===== config.mk =====
export PLATFORM = sky130hd
export DESIGN_NAME = vec_operand_loader
export DESIGN_NICKNAME = d
export VERILOG_FILES = /design/src/rtl/vec_operand_loader.sv
export SDC_FILE = /design/constraint.sdc
export NUM_CORES = 1
export LEC_CHECK = 0
export ABC_AREA = 1
export CAP_MARGIN = 15
export CORE_MARGIN = 2
export CORE_UTILIZATION = 35
export DETAILED_ROUTE_END_ITERATION = 8
export PLACE_DENSITY = 0.74
export REMOVE_ABC_BUFFERS = 1
export SLEW_MARGIN = 20
export SYNTH_ARGS = -nofsm -noshare
export SYNTH_HDL_FRONTEND = slang
export SYNTH_SLANG_ARGS = --single-unit

===== constraint.sdc =====
create_clock -name clk -period 1.5 [get_ports clk]
set_clock_uncertainty 0.1 [all_clocks]
set_input_delay 0.15 -clock clk [delete_from_list [all_inputs] [get_ports clk]]
set_output_delay 0.15 -clock clk [all_outputs]
set_load 0.01 [all_outputs]

===== src/rtl/vec_operand_loader.sv =====
// Fetches LANES half-precision words, one read at a time, and packs them into a vector operand.
// Optional VEC_LOADER_STRIDE_EN adds a per-lane address stride input (default build steps by 1).
module vec_operand_loader #(
  parameter int ADDR_W = 16,
  parameter int LANES  = 16,
  parameter int LANE_W = 16
) (
  input  logic                    clk,
  input  logic                    rst_n,
  input  logic                    start,
  input  logic [ADDR_W-1:0]       base_addr,
`ifdef VEC_LOADER_STRIDE_EN
  input  logic [ADDR_W-1:0]       stride,
`endif
  output logic                    busy,
  output logic                    mem_re,
  output logic [ADDR_W-1:0]       mem_addr,
  input  logic [LANE_W-1:0]       mem_rdata,
  input  logic                    mem_rvalid,
  output logic [LANES*LANE_W-1:0] vec_data,
  output logic                    vec_valid,
  input  logic                    vec_ready
);

  localparam int CNT_W = (LANES > 1) ? $clog2(LANES) : 1;
  localparam logic [CNT_W-1:0] LAST_LANE = CNT_W'(LANES - 1);

  typedef enum logic [1:0] {
    IDLE = 2'd0,
    REQ  = 2'd1,
    WAIT = 2'd2,
    DONE = 2'd3
  } state_t;

  state_t             state;
  logic [CNT_W-1:0]   lane_cnt;
  logic [ADDR_W-1:0]  addr_reg;
  logic [ADDR_W-1:0]  step;
  logic               lane_wr;
  logic [LANE_W-1:0]  lane_reg [LANES];

`ifdef VEC_LOADER_STRIDE_EN
  logic [ADDR_W-1:0]  stride_reg;

  always_ff @(posedge clk or negedge rst_n) begin
    if (!rst_n) begin
      stride_reg <= '0;
    end else if (state == IDLE && start) begin
      stride_reg <= stride;
    end
  end

  assign step = stride_reg;
`else
  assign step = ADDR_W'(1);
`endif

  // The address register doubles as the memory address; it only changes outside REQ.
  assign mem_addr = addr_reg;
  assign lane_wr  = (state == WAIT) && mem_rvalid;

  always_ff @(posedge clk or negedge rst_n) begin
    if (!rst_n) begin
      state     <= IDLE;
      lane_cnt  <= '0;
      addr_reg  <= '0;
      mem_re    <= 1'b0;
      vec_valid <= 1'b0;
      busy      <= 1'b0;
    end else begin
      case (state)
        IDLE: begin
          if (start) begin
            addr_reg <= base_addr;
            lane_cnt <= '0;
            mem_re   <= 1'b1;
            busy     <= 1'b1;
            state    <= REQ;
          end
        end
        REQ: begin
          mem_re <= 1'b0;
          state  <= WAIT;
        end
        WAIT: begin
          if (mem_rvalid) begin
            if (lane_cnt == LAST_LANE) begin
              vec_valid <= 1'b1;
              state     <= DONE;
            end else begin
              lane_cnt <= lane_cnt + CNT_W'(1);
              addr_reg <= addr_reg + step;
              mem_re   <= 1'b1;
              state    <= REQ;
            end
          end
        end
        DONE: begin
          if (vec_ready) begin
            vec_valid <= 1'b0;
            busy      <= 1'b0;
            state     <= IDLE;
          end
        end
        default: begin
          state     <= IDLE;
          mem_re    <= 1'b0;
          vec_valid <= 1'b0;
          busy      <= 1'b0;
        end
      endcase
    end
  end

  // Lanes are overwritten in place; stale contents are only visible while vec_valid is low.
  generate
    for (genvar gi = 0; gi < LANES; gi++) begin : g_lane
      always_ff @(posedge clk or negedge rst_n) begin
        if (!rst_n) begin
          lane_reg[gi] <= '0;
        end else if (lane_wr && lane_cnt == CNT_W'(gi)) begin
          lane_reg[gi] <= mem_rdata;
        end
      end
      assign vec_data[gi*LANE_W +: LANE_W] = lane_reg[gi];
    end
  endgenerate

endmodule


==> summary.md <==
| Metric | Value |
|---|---|
| Count of cell types in the netlist | 31 |
| Crit-path cells | inv_2 -> nand2_4 -> inv_4 -> nand2_4 -> inv_8 -> buf_12 -> nand2_8 -> nor2_4 -> clkbuf_16 -> nor2_1 -> a21oi_1 |
| Post-synthesis cell count | 1118 |
| CP required | 1880 ps |
| Worst vdd ir | 1.01 mV |
| Synth area leaders | dfrtp_1 64%, a21oi_1 8.1%, nor2_1 7.4% |
| Worst slew pin tran | 504 ps |
| R2R cell count | 11 |
| Share of the synthesized area in the top cell type | roughly 64% |
| Finish-stage setup viols | between 200 and 300 |
| Share of layout cells above drive strength 1 | 28.2% |
| Pwr/cell area | ~1400 mW/mm^2 |
| Critical R2R Launch | state[0] |
| Crit path top cell by count | nand2_4 |
| First-pass GRT wire length | ~56000 microns |
| Max stage delay on crit path | around 400 ps |
| Post-synthesis cell area | about 0.011 sq mm |
| Initial Util | 35.7% |
| Max cap viols | 0 |
| Violated checks | setup timing |
| Fin. Hold Viols | 0 |
| Pleak | between 8 and 9 nW |
| Fillers | between 2000 and 2500 |
| RSZ-0062 raised after global routing | true |
| End of the critical path | vec_data[157] |
| Max Freq | around 600 MHz |
| Seq/Total Area, Yosys | 64.2% |
| Core Rows | 64 |
| Largest net degree at the start of global routing | 54 |
| Sink Count | between 200 and 300 |
| CP Buf/Inv Count | 5 |
| Routed vias/inst | slightly above 5 |
| N_diodes | 0 |
| Yosys reg bits | between 200 and 300 |
| CTS Root Cell | clkbuf_16 |
| Die height | 181 microns |
| Top delay family on crit path | buffers and inverters |
| Worst slew margin relative to its limit | about 66% |
| Wire length per cell | approximately 20 microns |
| Worst setup SP type | flop |
| Final period util | 114% |
| IO Port Bufs | a little over 300 |
| Reg2Reg Setup Slack | -210 ps |
| Antenna Nets Post-Route | 0 |
| Starting DRT DRC Count | approximately 680 |
| Crit path DAT | ~2100 ps |
| Area grow syn2layout | 63.6% |
| Nets@finish | around 1600 |
| Slowest CP cell | dfrtp_1 |
| Synth area leader | dfrtp_1 |
| Residual DRC count | 0 |
| CTS tree | built |
| Clk_lat worst skew | around 550 ps |
| Mean Syn Cell Area | around 10 sq um |
| Layout Cells excl Fill | 1966 |
| Area of the die | 0.0327 sq mm |
| Via count | between 9000 and 10000 |
| GRT Total Usage | 22.1% |
| Vias in the first global route | 9642 |
| Placer Congestion | between 0.9 and 1 |
| Die Span X | between 150 and 200 microns |
| Synth warn | 0 |
| Worst Setup End Kind | flop |
| Status | complete, but fails checks |
| Total power draw | approximately 0.026 W |
| Post-DP HPWL | around 23000 microns |
| I/O pin total | approximately 310 |
| Initial antenna violation count | 0 |
| Overflow after GRT | 0 |
| Slew Viols, Final | 0 |
| Placed Instances | 1828 |
| Setup ws final | -212 ps |
| Critical path class | reg -> reg |
| Shortest period the worst path allows | 1710 ps |
| FF-to-FF End | vec_data[157] |
| Logic depth of the worst setup path including buffers | 11 |
| H-tree levels | 1 |
| Buffer depth of the longest clock path | 3 |
| Routed wire length | 39600 microns |
| Core Util, Final | between 50% and 60% |
| Hold crit path type | in -> async |
| First drt pass iteration count | 6 |
| Reg clk slew, reported paths | around 60 ps |
| Floorplan Core Area | 0.0307 sq mm |
| Num CTS Buffers | 29 |
| Crit path launch | state[0] |
| Crit path max fanout | 8 |
what timing repair did:
item                                    in CTS  in global routing
hold endpoints to repair                   281                  0
pin swaps                                   13                  7
hold buffers                                 1                  0
gates cloned                                 8                 14
buffers inserted                            33                 32
endpoints found under the setup margin     552                404
resized for setup                          486                314
power by group:
group	switching (W)	leakage [nW]	internal, W
clock network	0.00298	0.482	0.00441
registers	0.000936	3.81	0.00897
logic	0.00437	4.45	0.00406
Yosys cell counts:
master	count
nor3_2	1
nor2_4	11
clkbuf_1	20
o21ai_2	1
o21ai_0	88
clkbuf_2	4
xor2_1	5
nand4_1	5
mux2i_1	1
a21oi_2	3
inv_4	1
nand2_1	169
nor2_2	1
a31oi_1	2
nand2_2	3
ha_1	5
o31ai_1	1
inv_2	2
buf_6	8
buf_2	21
xnor2_1	2
nor2_1	217
or2_2	2
nand2_4	3
nand3_1	25
inv_1	38
o21ai_1	2
a21oi_1	177
dfrtp_1	281
nand3b_1	1
buf_4	18
layer usage:
metal  vias up  GRT usage [%]  share of wire, %
met5         -              0                 0
met4         0           7.68               3.6
met3        85           5.18               7.8
met2       408           36.7                49
met1      4959           28.4                40
li1       4497              -                 -
worst min path at each step:
stage,startpoint,to,cells past startpoint
after CTS,rst_n,mem_addr[12],2
after floorplan,rst_n,busy,0
after global routing,rst_n,mem_addr[12],2
after global placement,rst_n,mem_addr[12],1
after detailed placement,rst_n,mem_addr[12],1
final,rst_n,vec_data[130],2
flip-flops by register name, indices dropped and copies added (netlist names):
| signal | cells |
|---|---|
| busy | 1 |
| vec_data | 256 |
| lane_cnt | 4 |
| mem_addr | 16 |
| vec_valid | 1 |
| mem_re | 1 |
| state | 2 |
per-stage QoR:
step	setup WS (ps)	hold WS (ps)	setup TNS, ps	instance area, sq um
after floorplan	-646	-246	-138870	10500
after global routing	-269	65.7	-47820	17900
final	-212	23.2	-26160	17900
after detailed placement	-200	33.8	-36730	15100
after global placement	-149	22.4	-29710	15100
after CTS	-150	35.4	-17930	16700
logic make-up after synthesis:
kind of cell    count (synthesis)  share of synthesized area (%)
simple gates                  438                           16.6
xor+xnor                        7                          0.560
flops                         281                           64.2
mux                             1                         0.0914
fa+ha+maj                       5                          0.571
compound gates                274                           12.7
buf+inv                       112                           5.31
layout make-up:
class / instances / area, sq um / area share, %
clock buffers: 42 / 845 / 4.71
clock inverters: 11 / 139 / 0.775
inverters: 41 / 164 / 0.914
multi-input cells: 725 / 4300 / 24.0
flip-flops and latches: 281 / 7040 / 39.3
well taps: 396 / 495 / 2.76
repair buffers: 470 / 4940 / 27.6
worst reg2reg max path, stage by stage (launching register included):
cell       delay (ps)
dfrtp_1           400
inv_2              80
nand2_4            60
inv_4              60
nand2_4            60
inv_8              90
buf_12            120
nand2_8            60
nor2_4            220
clkbuf_16         230
nor2_1             60
a21oi_1           110
cell usage in the layout (no fill, tap or decap), drive strengths merged:
cell type	count
a21oi	180
a31oi	2
buf	153
bufinv	3
clkbuf	75
clkdlybuf4s15	165
clkdlybuf4s50	35
clkinv	5
clkinvlp	2
dfrtp	281
dlygate4sd2	83
dlygate4sd3	1
ha	5
inv	42
mux2i	1
nand2	175
nand3	25
nand3b	1
nand4	5
nor2	229
nor3	1
o21ai	91
o31ai	1
or2	2
xnor2	2
xor2	5
Power figures use the tool's default switching activity.
==> patch, RTL diff (same settings) <==
The parameter `LANES` goes from 16 to 32.
--- a/src/rtl/vec_operand_loader.sv
+++ b/src/rtl/vec_operand_loader.sv
@@ -2,7 +2,7 @@
 // Optional VEC_LOADER_STRIDE_EN adds a per-lane address stride input (default build steps by 1).
 module vec_operand_loader #(
   parameter int ADDR_W = 16,
-  parameter int LANES  = 16,
+  parameter int LANES  = 32,
   parameter int LANE_W = 16
 ) (
   input  logic                    clk,
Ports: changed (resized vec_data); port bits go from 312 to 568. No check against the original RTL was run, so the function may have changed too.
==> patch against the unedited design <==
- the flow still finishes with violations (setup timing)
- synthesized area up 83%
- clock power up 100%
- power up 66%
- setup slack worse by 0.13 ns
- first-iteration DRC count up 110%
- highest routed layer unchanged
- final area up 85%
- synthesized cell count up 80%
- wire length up 110%
- sequential cell count up 257
- critical path type unchanged
- via count up 92%
==> patch: results (changes against the unedited design) <==
- Final-stage net count: 2,856 (+80%)
- Max VDD drop: 0.9472 mV (-6.1%)
- Leak: 0.01601 uW (+83%)
- WHS: 0.09003 ns (+0.06687 ns)
- Crit-path max cell delay: 0.37 ns (-0.03 ns)
- Flop pwr share: 0.397 (+0.012)
- Worst-skew pair later-pin latency: 0.59 ns (+0.04 ns)
- CP delay by family, top: buffers and inverters
- Initial antenna violation count: 0 (unchanged)
- Clock share of power: 0.350 (+0.063)
- Post-synth EDFFs: 0 (unchanged)
- Global-route usage over all layers: 0.2707 (+0.04981)
- Failing checks: setup timing
- H-tree Lvls: 2 (+1)
- Synth warn: 0 (unchanged)
- Via density: 5.291 (+4.5%)
- Final worst slack: -0.3449 ns (-0.1331 ns)
- Vias: 19,126 (+92%)
- Max FFs per register: 512 (+100%)
- Fraction of layout cells with a size suffix above 1: 0.4354 (+0.1533)
- Synth top cells by count: 615 x nand2_1, 538 x dfrtp_1, 333 x o21ai_1, 189 x o21ai_0, 86 x clkbuf_1
- DR iter-0 viols: 1,396 (+110%)
- First-pass GRT wire length: 122.3 mm (+120%)
- Endpoints failing setup: 562 (+110%)
- Status: complete, but fails checks
- Post-Syn Area per Cell: 9.973 sq um (+1.8%)
- Crit path arrival time: 2.20 ns (+0.11 ns)
- Port-buffer cells: 567 (+82%)
- Worst hold path class: input port to async pin
- Yosys cell types: 28 (-9.7%)
- Slew @ Worst Pin: 0.8252 ns (+0.3216 ns)
- Sequential area share after synthesis: 0.6722 (+0.03048)
- Placed Cells: 3,331 (+82%)
- Final Power: 42,670 uW (+66%)
- DR pass1 iterations: 5 (-1)
- DP Wirelength: 48.29 mm (+110%)
- Number of global-route vias before repair: 19,584 (+100%)
- GP Congestion: 0.8596 (-5.8%)
- Net switching power: 12,760 uW (+54%)
- Maximum clock path buffer count: 3 (unchanged)
- Ys async rst share: 1.000 (unchanged)
- Largest net degree at the start of global routing: 65 (+20%)
- Place WS: -0.4905 ns (-0.2904 ns)
- Synth top area cells: dfrtp_1 67%, nand2_1 12%, o21ai_1 8.3%
- Final wirelength: 82.73 mm (+110%)
- Number of buffers created by CTS: 55 (+90%)
==> patch: layout make-up <==
cell class,count,area [sq um]
clock inverters,31,412.9
diodes,2,5.005
repair buffers,899,9341
clock buffers,72,1562
fillers,4363,23340
multi-input cells,1270,7227
well taps,756,945.9
inverters,47,191.4
flip-flops and latches,538,13470
==> patch: what timing repair did <==
item,CTS,global route
cloned,51,9
gates resized for setup,2269,151
buffers inserted,113,9
hold buffers,2,0
hold endpoints to repair,538,0
pin swaps,30,29
setup endpoints to repair,1066,784
==> patch: kinds of logic (layout without fill, tap and decap cells) <==
logic type,count (synthesis),in the layout,synth area share
compound gates,529,529,0.1326
xor+xnor,6,6,0.002624
fa+ha+maj,8,8,0.004998
buf+inv,200,1049,0.04223
flops,538,538,0.6722
other cells,0,2,0
simple gates,727,727,0.1453
==> patch: through the flow <==
stage	instance area, sq um	TNS (ns)
floorplan	19360	-337.26
global placement	27980	-137.87
finish	33160	-110.83
CTS	32460	-111.32
global route	33150	-161.14
detailed placement	27980	-153.54
==> patch: worst min-delay path, stage by stage <==
cell and delay [ns]:
dlygate4sd3_1 0.56, buf_8 0.19, buf_12 0.23
==> patch: path summary, 6_finish.rpt <==
path / startpoint / to / depth (start not counted)
setup / recovery: lane_cnt[0] / vec_data[242] / 10
hold / removal: rst_n / vec_data[469] / 3
setup reg to reg: lane_cnt[0] / vec_data[242] / 10
hold reg to reg: vec_data[441] / vec_data[441] / 2
max in group asynchronous: rst_n / vec_data[510] / 3
min in group clk: start / busy / 3
==> patch: per-layer routing <==
metal,vias to the layer above,routed length [um],part of all wire,GRT usage
li1,8213,-,-,-
met4,0,4819,0.058,0.1398
met3,291,6798,0.082,0.05882
met5,-,0,0,0
met1,9509,30970,0.37,0.3310
met2,1113,40150,0.49,0.4502
